**src/rtl/minterm_sweep_ctrl.sv**
```systemverilog
// minterm_sweep_ctrl: drives all 16 vectors into a 4-input function block and checks OUT against EXPECTED.
// Optional MINTERM_SWEEP_EARLY_ABORT_EN stops the sweep at the first mismatch.
module minterm_sweep_ctrl #(
    parameter logic [15:0] EXPECTED = 16'hA655,
    parameter int unsigned SETTLE   = 1
) (
    input  logic        clk,
    input  logic        rst_n,
    input  logic        start,
    output logic [3:0]  func_in,
    input  logic        func_out,
    output logic        busy,
    output logic        done,
    output logic        pass,
    output logic [15:0] truth_table,
    output logic [4:0]  err_count,
    output logic [3:0]  first_fail
);
    localparam logic [1:0] S_IDLE   = 2'd0;
    localparam logic [1:0] S_SETTLE = 2'd1;
    localparam logic [1:0] S_SAMPLE = 2'd2;
    localparam logic [1:0] S_FINISH = 2'd3;
    localparam logic [3:0] SET_M1   = 4'(SETTLE - 1);

    logic [1:0]  state_q, state_d;
    logic [3:0]  idx_q, idx_d;
    logic [3:0]  cnt_q, cnt_d;
    logic [3:0]  func_in_q, func_in_d;
    logic        busy_q, busy_d;
    logic        done_q, done_d;
    logic        pass_q, pass_d;
    logic [15:0] table_q, table_d;
    logic [4:0]  err_q, err_d;
    logic [3:0]  ff_q, ff_d;
    logic        mis, last, run_d;

    assign mis = func_out != EXPECTED[idx_q];
`ifdef MINTERM_SWEEP_EARLY_ABORT_EN
    assign last = (idx_q == 4'd15) || mis;
`else
    assign last = idx_q == 4'd15;
`endif

    always_comb begin
        state_d = state_q;
        idx_d   = idx_q;
        cnt_d   = cnt_q;
        table_d = table_q;
        err_d   = err_q;
        ff_d    = ff_q;
        pass_d  = pass_q;
        case (state_q)
            S_IDLE: if (start) begin
                state_d = S_SETTLE;
                idx_d   = 4'd0;
                cnt_d   = SET_M1;
                table_d = 16'd0;
                err_d   = 5'd0;
                ff_d    = 4'd0;
                pass_d  = 1'b0;
            end
            S_SETTLE: begin
                cnt_d   = cnt_q - 4'd1;
                state_d = (cnt_q == 4'd0) ? S_SAMPLE : S_SETTLE;
            end
            S_SAMPLE: begin
                table_d[idx_q] = func_out;
                if (mis) begin
                    err_d = err_q + 5'd1;
                    ff_d  = (err_q == 5'd0) ? idx_q : ff_q;
                end
                if (last) begin
                    state_d = S_FINISH;
                    pass_d  = err_d == 5'd0;
                end else begin
                    state_d = S_SETTLE;
                    idx_d   = idx_q + 4'd1;
                    cnt_d   = SET_M1;
                end
            end
            default: state_d = S_IDLE;
        endcase
        // Outputs are registered from next-state so they line up with the state they describe
        run_d     = (state_d == S_SETTLE) || (state_d == S_SAMPLE);
        func_in_d = run_d ? idx_d : 4'd0;
        busy_d    = run_d;
        done_d    = state_d == S_FINISH;
    end

    always_ff @(posedge clk or negedge rst_n) begin
        if (!rst_n) begin
            state_q   <= S_IDLE;
            idx_q     <= 4'd0;
            cnt_q     <= 4'd0;
            func_in_q <= 4'd0;
            busy_q    <= 1'b0;
            done_q    <= 1'b0;
            pass_q    <= 1'b0;
            table_q   <= 16'd0;
            err_q     <= 5'd0;
            ff_q      <= 4'd0;
        end else begin
            state_q   <= state_d;
            idx_q     <= idx_d;
            cnt_q     <= cnt_d;
            func_in_q <= func_in_d;
            busy_q    <= busy_d;
            done_q    <= done_d;
            pass_q    <= pass_d;
            table_q   <= table_d;
            err_q     <= err_d;
            ff_q      <= ff_d;
        end
    end

    assign func_in     = func_in_q;
    assign busy        = busy_q;
    assign done        = done_q;
    assign pass        = pass_q;
    assign truth_table = table_q;
    assign err_count   = err_q;
    assign first_fail  = ff_q;
endmodule

```
**config.mk**
```make
export PLATFORM = sky130hd
export DESIGN_NAME = minterm_sweep_ctrl
export DESIGN_NICKNAME = d
export VERILOG_FILES = /design/src/rtl/minterm_sweep_ctrl.sv
export SDC_FILE = /design/constraint.sdc
export NUM_CORES = 1
export LEC_CHECK = 0
export BUFFER_PORTS_ARGS = -buffer_cell sky130_fd_sc_hd__buf_2
export CAP_MARGIN = 20
export CORE_MARGIN = 4
export CORE_UTILIZATION = 45
export DETAILED_ROUTE_END_ITERATION = 6
export GPL_TIMING_DRIVEN = 0
export PLACE_DENSITY = 0.66
export SLEW_MARGIN = 0
export SYNTH_ARGS = -nofsm -noshare
export SYNTH_HDL_FRONTEND = slang
export SYNTH_SLANG_ARGS = --single-unit
export TNS_END_PERCENT = 30
```
**constraint.sdc**
```tcl
create_clock -name clk -period 2.8 [get_ports clk]
set_input_delay 0.42 -clock clk [delete_from_list [all_inputs] [get_ports clk]]
set_output_delay 0.42 -clock clk [all_outputs]
set_load 0.1 [all_outputs]
```
[Word level (Yosys, flattened, before mapping)]
Memory sizes are Yosys's and may differ from the RTL's.
Index checks and enable logic that the tools add are counted.
Word-level totals
  register bits after elaboration: 42
  bits in read-only memories: 16
  output and inout bits: 32
  logic and storage cells: 67
  memories kept: 1
Cells by class
  add/sub/neg operators: 3
  $lt $le $gt $ge: 2
  equality and inequality tests: 12
  mux-type cells: 27
  reduce and logical (&&, ||, !) cells: 12
Memories
  (no name shown): words 16, width 1, rd ports 1, clocked after Yosys merged registers in 0, wr ports 0, line 37  | assign mis = func_out != EXPECTED[idx_q];
Operators by type and width (count)
  $pmux W16 S2: 1
  $mux W4: 7
  $bwmux W16: 1
  $mux W16: 1
  $pmux W4 S2: 2
  $mux W5: 3
  $pmux W4 S3: 1
  $logic_not A5 Y1: 2
  $ne A2 B2 Y1 const B: 5
  $pmux W5 S2: 1
  $eq A2 B2 Y1 const B: 3
  $mux W2: 3
  $pmux W2 S3: 1
  $reduce_and A3 Y1: 2
  $add A5 B1 Y5 const B: 1
  $lt A4 B5 Y1 const B: 1
  $add A4 B1 Y4 const B: 1
  $demux W1 S4: 1
  $eq A2 B1 Y1 const B: 2
  $eq A4 B4 Y1 const B: 1
  $ge A4 B1 Y1 const B: 1
  $logic_not A4 Y1: 1
  $mux W1: 4
  $reduce_and A4 Y1: 1
  9 further kinds: 9

[Logic depth before layout (Yosys ltp)]
Gate-level depths: netlist of the first run.
  word-level depth: 8
  depth in mapped cells: 8
  gate-level depth less buffers: 7

[Worst setup path before layout of the first run]
OpenSTA, ideal clock, no wires.
  path type: register to register
  from: reg err_q[0] (netlist: err_count[0])
  to: reg pass_q (netlist: pass)
  setup time: 104 ps
  data arrival time: 2115 ps
  data required time: 2696 ps
  setup slack: 582 ps
  cell stages (with the launch flop): 7
  buffers on the path: 0
  clock period less this slack: 2218 ps
  cells stage by stage: dfrtp_1 > inv_1 > ha_1 > nand3b_1 > a21oi_1 > a211oi_1 > o41ai_2
On the way
  longest elaborated chain between the ends: 6
RTL lines
  from (decl): line 33  | logic [4:0] err_q, err_d;
  from (signal assigned): line 111  | err_q <= err_d;
  $add A5 B1 Y5: line 69  | err_d = err_q + 5'd1;
  $mux W5 (*): line 68  | if (mis) begin
  $mux W5 (*): line 52  | case (state_q)
  $logic_not A5 Y1 (*): line 74  | pass_d = err_d == 5'd0;
  $mux W1 (*): line 72  | if (last) begin
  $pmux W1 S2 (*): line 52
  to (signal assigned): line 109  | pass_q <= pass_d;
  to (decl): line 31  | logic pass_q, pass_d;
Mark *: on every way between the ends. The rest lies on a longest branch, timed or not. The select of a mux whose other input is x is not followed.
A chain may end at the register's enable or synchronous reset.

[Final worst setup path of the first run]
  from: reg idx_q[0]
  to: reg pass_q (netlist: pass)
On the way
  longest elaborated chain between the ends: 8
  elaborated cells on any way between the ends: 11
  classes of those cells: 3 x eq/ne; 5 x mux; 2 x reduce/logical; 1 x memory
RTL lines
  from (decl): line 26  | logic [3:0] idx_q, idx_d;
  from (signal assigned): line 104  | idx_q <= idx_d;
  $mem_v2 Z16 W1
  $mux W1 (not written as such): line 37
  $ne A1 B1 Y1: line 37
  $mux W5: line 68
  $mux W5: line 52
  $logic_not A5 Y1: line 74
  $mux W1: line 72
  $pmux W1 S2: line 52
Parallel ways exist; a longest one is shown, timed or not. The select of a mux whose other input is x is not followed.

==> run metrics, run 1 <==
final core occ=0.5352; status=completed; first-pass detailed-route iteration total=4; CP startpoint kind=flip-flop; number of antenna diodes=0; crit path to=pass; pin count of the biggest net entering global routing=43; CP peak stage delay=520 ps; Final Slew Violations=0; worst endpoint required time=2980 ps; worst skew pair latency=290 ps; clock buffer depth=2; first-pass GRT wire length=8.480 mm; RSZ-0062 raised after global routing=no; IO Pins=36; Synth Instances=218; CP Max Fanout=9; syn_area_per_cell=9.987 um2; post-synthesis cell area=2177 um2; most frequent cells in the layout=o21ai_0, dfrtp_1, buf_2; H-tree Lvls=2; worst r2r src=idx_q[0]; minimum clock period=2456 ps; crit-path cells=inv_1 > ha_1 > nor3b_1 > or4_4 > buf_6 > a21oi_1 > xor2_1 > o41ai_2; CORE AREA=4692 um2; Yosys warnings=0; Pleak=1.211 nW; routed vias/inst=5.610; fillers=432; R2R cell count=8; Routed WL=4.859 mm; Area growth syn-to-layout=15.34%; Initial Utilization=0.4640; RR Endpoint=pass; CTS Root Cell=clkbuf_8; vias in the first global route=1,768; Num CTS Buffers=5; layout cell share with drive strength beyond 1=0.1992; Nets=273; clock sink count=42; Arr. time, crit path=2640 ps; actual slew at the worst max-slew pin=905.0 ps; DP HPWL=3.528 mm; crit end category=flip-flop; GRT overflow=0; number of DRC markers in iteration 0=96; via count=1,767; Hold Buf Count CTS=0; register area=1051 um2; sequential cell area fraction in the yosys report=0.4828; CTS clk-pin slew, worst paths=80 ps; crit path kind=flip-flop to flip-flop; critical path depth=8; Final period util=0.8771; setup tns final=0 ps; final setup fails=0; flop-to-flop setup slack=340 ps; final hold vios=0; maximum vdd drop=0.0006423 V; most common cell after layout, fill and taps aside=o21ai_0; Final ANT Viol Nets=0; Wirelength per Cell=15.43 um; sum of buffers and inverters on the critical path=2; initial antenna violation count=0; footprint of the multi-input gates=1051 um2; postcts setup bufs=0; CTS tree=yes; all-layer global routing usage=0.1760; critical path's top delay family=simple AND/OR/NAND/NOR gates; # port buffers=35; count of cell types in the netlist=39; Hold Crit Class=input pin to async pin; Critical-path top delay cell=dfrtp_1; die height=77.56 um; Die Width=77.56 um; Critical Path Start=idx_q[0]; die area=6015 um2; flops & latches, synth=42; fmax=0.4072 GHz; Routability Congestion=0.8041; Slew HR=0.3966; Residual DRC=0; row count=25; syn_nets=231; max cap viols=0; Power Density=905.2 nW/um2; Clock Skew=7.241 ps; PostCTS Resize Cnt=0
==> power breakdown <==
group	total (W)	internal [W]	switching, W
clock network	0.000400	0.000199	0.000201
logic	0.00109	0.000308	0.000783
registers	0.000782	0.000706	0.0000763
==> state kept, by name (all words and copies together) (netlist names) <==
| signal | flops |
|---|---|
| pass | 1 |
| err_count | 5 |
| state_q | 2 |
| busy | 1 |
| first_fail | 4 |
| func_in | 4 |
| done | 1 |
| idx_q | 4 |
| truth_table | 16 |
| cnt_q | 4 |
==> worst min path at each step <==
| stage | start | end | slack, ps | depth (start not counted) |
|---|---|---|---|---|
| after detailed placement | cnt_q[3] | cnt_q[3] | 480 | 1 |
| after CTS | rst_n | truth_table[8] | 290 | 1 |
| after floorplan | rst_n | busy | 120 | 0 |
| after global routing | rst_n | truth_table[8] | 330 | 1 |
| final | rst_n | truth_table[8] | 250 | 1 |
| after global placement | cnt_q[3] | cnt_q[3] | 470 | 1 |
==> per-layer routing <==
| metal | global-route usage | part of all wire |
|---|---|---|
| met5 | 0 | 0 |
| met1 | 0.2450 | 0.49 |
| met3 | 0.03364 | 0.051 |
| met4 | 0.06228 | 0.014 |
| met2 | 0.2737 | 0.45 |
==> cell usage after synthesis <==
library cell | number | area, um2
a21oi_1 | 6 | 30.03
a31o_2 | 1 | 8.760
ha_1 | 9 | 112.6
a2111oi_1 | 1 | 10.01
dfrtp_1 | 42 | 1051
and3_1 | 2 | 12.51
o21ai_1 | 2 | 10.01
o31ai_4 | 1 | 21.27
inv_1 | 7 | 26.28
nand3b_1 | 1 | 7.510
nor4b_1 | 1 | 8.760
nand2_1 | 8 | 30.03
a32o_1 | 3 | 30.03
a21boi_1 | 3 | 22.52
o21ai_0 | 43 | 215.2
a22o_1 | 4 | 35.03
a21boi_0 | 14 | 105.1
xor2_1 | 1 | 8.760
o41ai_2 | 1 | 16.27
or4_4 | 1 | 11.26
and3b_1 | 1 | 8.760
clkbuf_1 | 9 | 33.78
a2111oi_4 | 1 | 27.53
or4_1 | 1 | 7.510
mux2i_1 | 3 | 30.03
nand2b_1 | 5 | 31.28
nor2b_1 | 4 | 25.02
and2_1 | 6 | 37.54
nand3_1 | 10 | 50.05
o31ai_1 | 2 | 15.01
nor3b_1 | 2 | 15.01
a211oi_1 | 2 | 15.01
nor2_1 | 14 | 52.55
inv_2 | 1 | 3.750
a2bb2oi_1 | 1 | 8.760
a21o_1 | 1 | 7.510
buf_6 | 1 | 11.26
or2_2 | 2 | 12.51
mux2_2 | 1 | 11.26
==> final cells by class <==
type                       instances  share of cell area
multi-input combinational        158              0.4185
clock buffer                       7             0.03438
inverter                           8             0.01196
buffer                            10             0.01794
clock inverter                     1            0.001993
timing repair buffer              35             0.06976
tap                               54             0.02691
sequential                        42              0.4185
==> cell families after synthesis <==
group | Yosys count | share of synthesized area
XOR/XNOR | 1 | 0.004024
AND/OR/NAND/NOR | 58 | 0.1425
multiplexers | 4 | 0.01897
adder cells (fa/ha/maj) | 9 | 0.05173
AO/OA/AOI/OAI | 86 | 0.2655
flip-flops | 42 | 0.4828
buffers and inverters | 18 | 0.03448
==> through the flow <==
stage | cells | setup WS [ps] | power, W | hold slack (ps) | cell area, um2
floorplan | 218 | 581.9 | 0.001650 | 124.4 | 2177
global placement | 307 | 381.5 | 0.001873 | 470.5 | 2420
detailed placement | 307 | 382.5 | 0.001890 | 480.4 | 2420
CTS | 315 | 334.2 | 0.002298 | 293.7 | 2511
global route | 315 | 175.0 | 0.002444 | 327.0 | 2511
finish | 315 | 344.2 | 0.002273 | 252.4 | 2511
Power figures use the tool's default switching activity.
==> run 2: changes to the inputs <==
- ABC_AREA: not set -> 1
==> run 2 against run 1 <==
Net effect: design area is 1.8% lower; largest power group unchanged; highest routed layer unchanged; sequential power hardly changed; count of clock-buffer cells in the layout is 1 lower; flip-flop and latch count stayed put; non-clock buffer count is 5 lower; critical path depth is 1 lower.
==> run metrics, run 2 <==
syn_nets=263 (+14%); Synth top cells by count=nand2_1, dfrtp_1, inv_1, nand3_1; flop-to-flop setup slack=750 ps (+410 ps); all-layer global routing usage=0.1741 (-0.001935); via count=1,787 (+1.1%); Power Density=996.0 nW/um2 (+10%); initial antenna violation count=0 (unchanged); Hold Buf Count CTS=0 (unchanged); most frequent cells in the layout=nand2_1, dfrtp_1, inv_1, buf_2, nand3_1; first-pass GRT wire length=8.321 mm (-1.9%); clock sink count=42 (unchanged); dpl cells=337 (+9.8%); count of cell types in the netlist=27 (-31%); Initial Utilization=0.4762 (+0.01223); max reg flops=16 (unchanged); CP peak stage delay=360 ps (-160 ps); minimum clock period=2046 ps (-410.3 ps); routed vias/inst=5.180 (-7.7%); R2R cell count=7 (-1); fraction of the mapped netlist area in adder cells=0.05285 (+0.001124); critical path's top delay family=compound AO/OA/AOI/OAI gates; CTS tree=yes; CORE AREA=4474 um2 (-4.6%); layout cell share with drive strength beyond 1=0.2014 (+0.002131); largest family of logic cells by synthesized area=simple AND/OR/NAND/NOR gates; crit path to=func_in[0]; syn_area_per_cell=8.523 um2 (-15%); IO Pins=36 (unchanged); Critical Path Start=state_q[1]; fraction of registers with async set/reset=1.000 (unchanged); worst endpoint required time=2980 ps (about the same); worst skew pair latency=300 ps (about the same); CP Max Fanout=10 (+1); max cap viols=0 (unchanged); number of antenna diodes=0 (unchanged); DP HPWL=3.483 mm (-1.3%); die height=76.81 um (-0.96%); die area=5900 um2 (-1.9%); first-pass detailed-route iteration total=4 (unchanged); most common cell in the netlist=nand2_1; post-synthesis cell area=2131 um2 (-2.1%); CP startpoint kind=flip-flop; Pleak=1.293 nW (+6.7%); CTS clk-pin slew, worst paths=90 ps (about the same); Slew HR=0.3846 (-0.01207); critical path depth=7 (-1); Hold Crit Class=input pin to async pin; top_reg_cell synth=dfrtp_1; Synth Area in Simple Gates=0.1932 (+0.05066); GRT overflow=0 (unchanged); final setup fails=0 (unchanged); Met2 Wirelength=2.220 mm (+2.5%); largest area contributor in the netlist=dfrtp_1; met3 wire length=224 um (-10%); fmax=0.4889 GHz (+20%); pin count of the biggest net entering global routing=43 (unchanged); final hold vios=0 (unchanged); row count=24 (-4.0%); Synth Area in Compound Gates=0.1544 (-0.1111); Post-synth EDFFs=0 (unchanged); PostCTS Resize Cnt=0 (unchanged); Critical-path top delay cell=dfrtp_1; # port buffers=35 (unchanged); Routability Congestion=0.8147 (+1.3%); crit-path cells=buf_4 > o21ai_4 > buf_2 > nand2_1 > ha_1 > inv_1 > a211oi_1; RSZ-0062 raised after global routing=no; crit path kind=flip-flop to flip-flop; vias in the first global route=1,825 (+3.2%); Layout Cells excl Fill=345 (+9.5%); most common cell after layout, fill and taps aside=nand2_1; clock buffer depth=2 (unchanged); Top Layer Used=met4; met1 WL=2.189 mm (-7.8%); Arr. time, crit path=2230 ps (-410 ps); Num CTS Buffers=5 (unchanged); sum of buffers and inverters on the critical path=3 (+1); Wirelength per Cell=13.65 um (-12%); Routed WL=4.709 mm (-3.1%); crit end category=flip-flop; H-tree Lvls=2 (unchanged); number of DRC markers in iteration 0=111 (+16%); post-synthesis mux area share=0 (-0.01897); maximum vdd drop=0.0005729 V (-11%); postcts setup bufs=0 (unchanged); Nets=305 (+12%); Synth Instances=250 (+15%); Final period util=0.7305 (-0.1465); Area growth syn-to-layout=15.74%; Residual DRC=0 (unchanged); flops & latches, synth=42 (unchanged); RR Endpoint=func_in[0]; Clock Skew=10.63 ps (+3.389 ps); Post-Synth XOR/XNOR Area=0.02055 (+0.01653); setup tns final=0 ps (unchanged); top cells by area, synth=dfrtp_1, nand2_1, inv_1, ha_1, o22ai_1; top cell type's share of synthesized area=0.4932 (+0.01049); sequential cell area fraction in the yosys report=0.4932 (+0.01049); Final Slew Violations=0 (unchanged); CTS Root Cell=clkbuf_8; Die Width=76.81 um (-0.96%); Yosys warnings=0 (unchanged); status=completed; actual slew at the worst max-slew pin=923.1 ps (+18.10 ps); worst r2r src=state_q[1]; Final ANT Viol Nets=0 (unchanged)
==> run 2: worst min-delay path by stage <==
stage                                from  cells past startpoint               to
after floorplan                     rst_n                      0             busy
after global placement    truth_table[13]                      2  truth_table[13]
after detailed placement  truth_table[13]                      2  truth_table[13]
after CTS                           rst_n                      1     err_count[2]
after global routing                rst_n                      1     err_count[2]
final                               rst_n                      1     err_count[2]
==> run 2: kinds of logic (layout without fill, tap and decap cells) <==
logic type | after synthesis | after routing
buffers and inverters | 45 | 88
XOR/XNOR | 5 | 5
flip-flops | 42 | 42
AND/OR/NAND/NOR | 93 | 93
adder cells (fa/ha/maj) | 9 | 9
AO/OA/AOI/OAI | 56 | 56
==> run 2: cell type report <==
cell class                 instances  area, um2
fill                             424       2008
sequential                        42       1051
multi-input combinational        163      897.1
timing repair buffer              35      175.2
inverter                          40      150.1
clock buffer                       6      82.58
tap                               52      65.06
buffer                             5      32.53
clock inverter                     2      12.51
==> run 2: metrics by stage <==
stage	power [W]	util	setup WS [ps]	area, um2	hold WS, ps
after floorplan	0.001808	-	884.7	2131	124.4
after global placement	0.002036	0.5299	758.7	2371	468.1
after detailed placement	0.002059	0.5299	728.7	2371	476.1
after CTS	0.002475	0.5512	734.3	2466	279.1
after global routing	0.002636	0.5512	566.8	2466	321.6
final	0.002456	0.5512	754.5	2466	243.8
==> run 2: layer usage <==
layer  vias up  global-route usage
met4         0             0.07246
met5         -                   0
met1       847              0.2236
met2        36              0.2796
li1        898                   -
met3         6             0.04333
==> run 2: where the power goes <==
part | switching (W) | internal (W)
Combinational | 0.000952 | 0.000312
Clock | 0.000211 | 0.000198
Sequential | 0.0000671 | 0.000716
Total | 0.00123 | 0.00123
==> run 3: changes to the inputs <==
- PLACE_DENSITY: 0.66 -> 0.69
- clock period: 2.8 -> 1.8 ns (I/O delays scaled with it)
==> run 3 against run 2 <==
Net effect: the flow now finishes with violations (setup timing); first-iteration DRC count is 35% lower; flip-flop and latch count stayed put; maximum frequency is 12% higher; clock power is 72% higher; design area is 5.0% higher; largest power group unchanged; sequential share of layout area is 1.8 points lower.
==> run metrics, run 3 (synthesis gave the netlist of run 2 again) <==
maximum vdd drop=0.001169 V (+100%); most frequent cells in the layout=nand2_1, dfrtp_1, buf_2; Hold Crit Class=input pin to async pin; final hold vios=0 (unchanged); Power Density=1595 nW/um2 (+60%); clock sink count=42 (unchanged); CORE AREA=4474 um2 (unchanged); Final Power=0.004130 W (+68%); fmax=0.5466 GHz (+12%); max cap viols=0 (unchanged); Routability Congestion=0.8454 (+3.8%); vias in the first global route=1,678 (-8.1%); Final period util=1.016 (+0.2858); CP Max Fanout=5 (-5); failing checks=setup timing; H-tree Lvls=2 (unchanged); CTS Root Cell=clkbuf_8; most common cell after layout, fill and taps aside=nand2_1; Wirelength per Cell=13.31 um (-2.5%); Worst Hold Slack=94.73 ps (-149.0 ps); status=finished with violations; final setup fails=2 (+2); Residual DRC=0 (unchanged); Routed WL=4.712 mm (about the same); CP startpoint kind=flip-flop; RSZ-0062 raised after global routing=yes; first-pass detailed-route iteration total=4 (unchanged); worst slack, placed=-251.7 ps (-980.4 ps); first-pass GRT wire length=8.010 mm (-3.7%); die height=76.81 um (unchanged); die area=5900 um2 (unchanged); Final Slew Violations=0 (unchanged); CTS tree=yes; initial antenna violation count=0 (unchanged); CTS clk-pin slew, worst paths=80 ps (about the same); setup tns final=-36.42 ps (-36.42 ps); # port buffers=35 (unchanged); fillers=399 (-5.9%); DP HPWL=3.229 mm (-7.3%); GRT overflow=0 (unchanged); crit path kind=flip-flop to flip-flop; Nets=314 (+3.0%); pin count of the biggest net entering global routing=43 (unchanged); number of DRC markers in iteration 0=72 (-35%); routed vias/inst=4.994 (-3.6%); setup slack after layout=-29.42 ps (-783.9 ps); number of antenna diodes=0 (unchanged); crit end category=flip-flop; worst endpoint required time=1970 ps (-1010 ps); clock buffer depth=2 (unchanged); Clock Skew=6.559 ps (-4.070 ps); Num CTS Buffers=5 (unchanged); all-layer global routing usage=0.1682 (-0.005890); final core occ=0.5789 (+0.02768); max reg flops=16 (unchanged); Initial Utilization=0.4762 (unchanged); Final ANT Viol Nets=0 (unchanged); Area growth syn-to-layout=21.55%; IO Pins=36 (unchanged); via count=1,768 (-1.1%); actual slew at the worst max-slew pin=897.3 ps (-25.83 ps); Slew HR=0.4018 (+0.01722); layout cell share with drive strength beyond 1=0.2715 (+0.07016); Pleak=1.341 nW (+3.7%); minimum clock period=1829 ps (-216.1 ps); worst skew pair latency=290 ps (about the same); Arr. time, crit path=2000 ps (-230 ps); register area=1057 um2 (+0.59%); Die Width=76.81 um (unchanged); footprint of the multi-input gates=924.6 um2 (+3.1%); row count=24 (unchanged)
run 3: changes by cell type in the layout (fill, tap and decap cells not counted), sizes merged:
cell	change
clkinv	-1
buf	+9
clkbuf	+2
clkinvlp	-1
run 3: where the power goes:
part	switching, W	total [W]	internal, W	leakage [nW]
Sequential	0.000118	0.00124	0.00112	0.563
Clock	0.000314	0.000702	0.000387	0.0575
Combinational	0.00155	0.00219	0.000642	0.720
Total	0.00198	0.00413	0.00215	1.34
run 3: per-layer routing:
layer,up-vias,share of wire,global-route usage
li1,916,-,-
met1,808,0.49,0.2236
met2,39,0.46,0.2709
met3,5,0.042,0.04215
met4,0,0.011,0.04891
met5,-,0,0
run 3: worst max-delay path, cell delays in order, from the launching register on:
cell      delay [ps]
dfrtp_2          470
inv_4            100
ha_4             190
nand3b_1         240
nand2_2          150
nand2_4           80
nand2_4          110
nand2_4           70
a21oi_4          180
o21ai_0          110
run 3: what timing repair did:
action	CTS	global route
resized for setup	10	6
hold buffers	0	0
setup endpoints to repair	10	12
setup buffers	1	8
pin swaps	2	7
run 3: final cells by class:
cell class | instances | area share
well taps | 52 | 0.02512
plain buffers | 5 | 0.01353
repair buffers | 44 | 0.09372
inverters | 40 | 0.05990
flip-flops and latches | 42 | 0.4082
multi-input cells | 163 | 0.3570
clock buffers | 8 | 0.04251
run 3: worst paths after layout:
check / from / to / slack (ps) / depth (start not counted)
worst max register to register: idx_q[0] / first_fail[2] / -30 / 9
worst max-delay path: idx_q[0] / first_fail[2] / -30 / 9
worst min-delay path: rst_n / pass / 90 / 1
max in group asynchronous: rst_n / idx_q[3] / 1080 / 1
min in group clk: func_out / truth_table[15] / 380 / 3
worst min register to register: pass / pass / 490 / 2
run 3: per-stage QoR:
| stage | cell area [um2] | cells |
|---|---|---|
| floorplan | 2133 | 250 |
| global placement | 2374 | 337 |
| detailed placement | 2374 | 337 |
| CTS | 2510 | 346 |
| global route | 2590 | 354 |
| finish | 2590 | 354 |
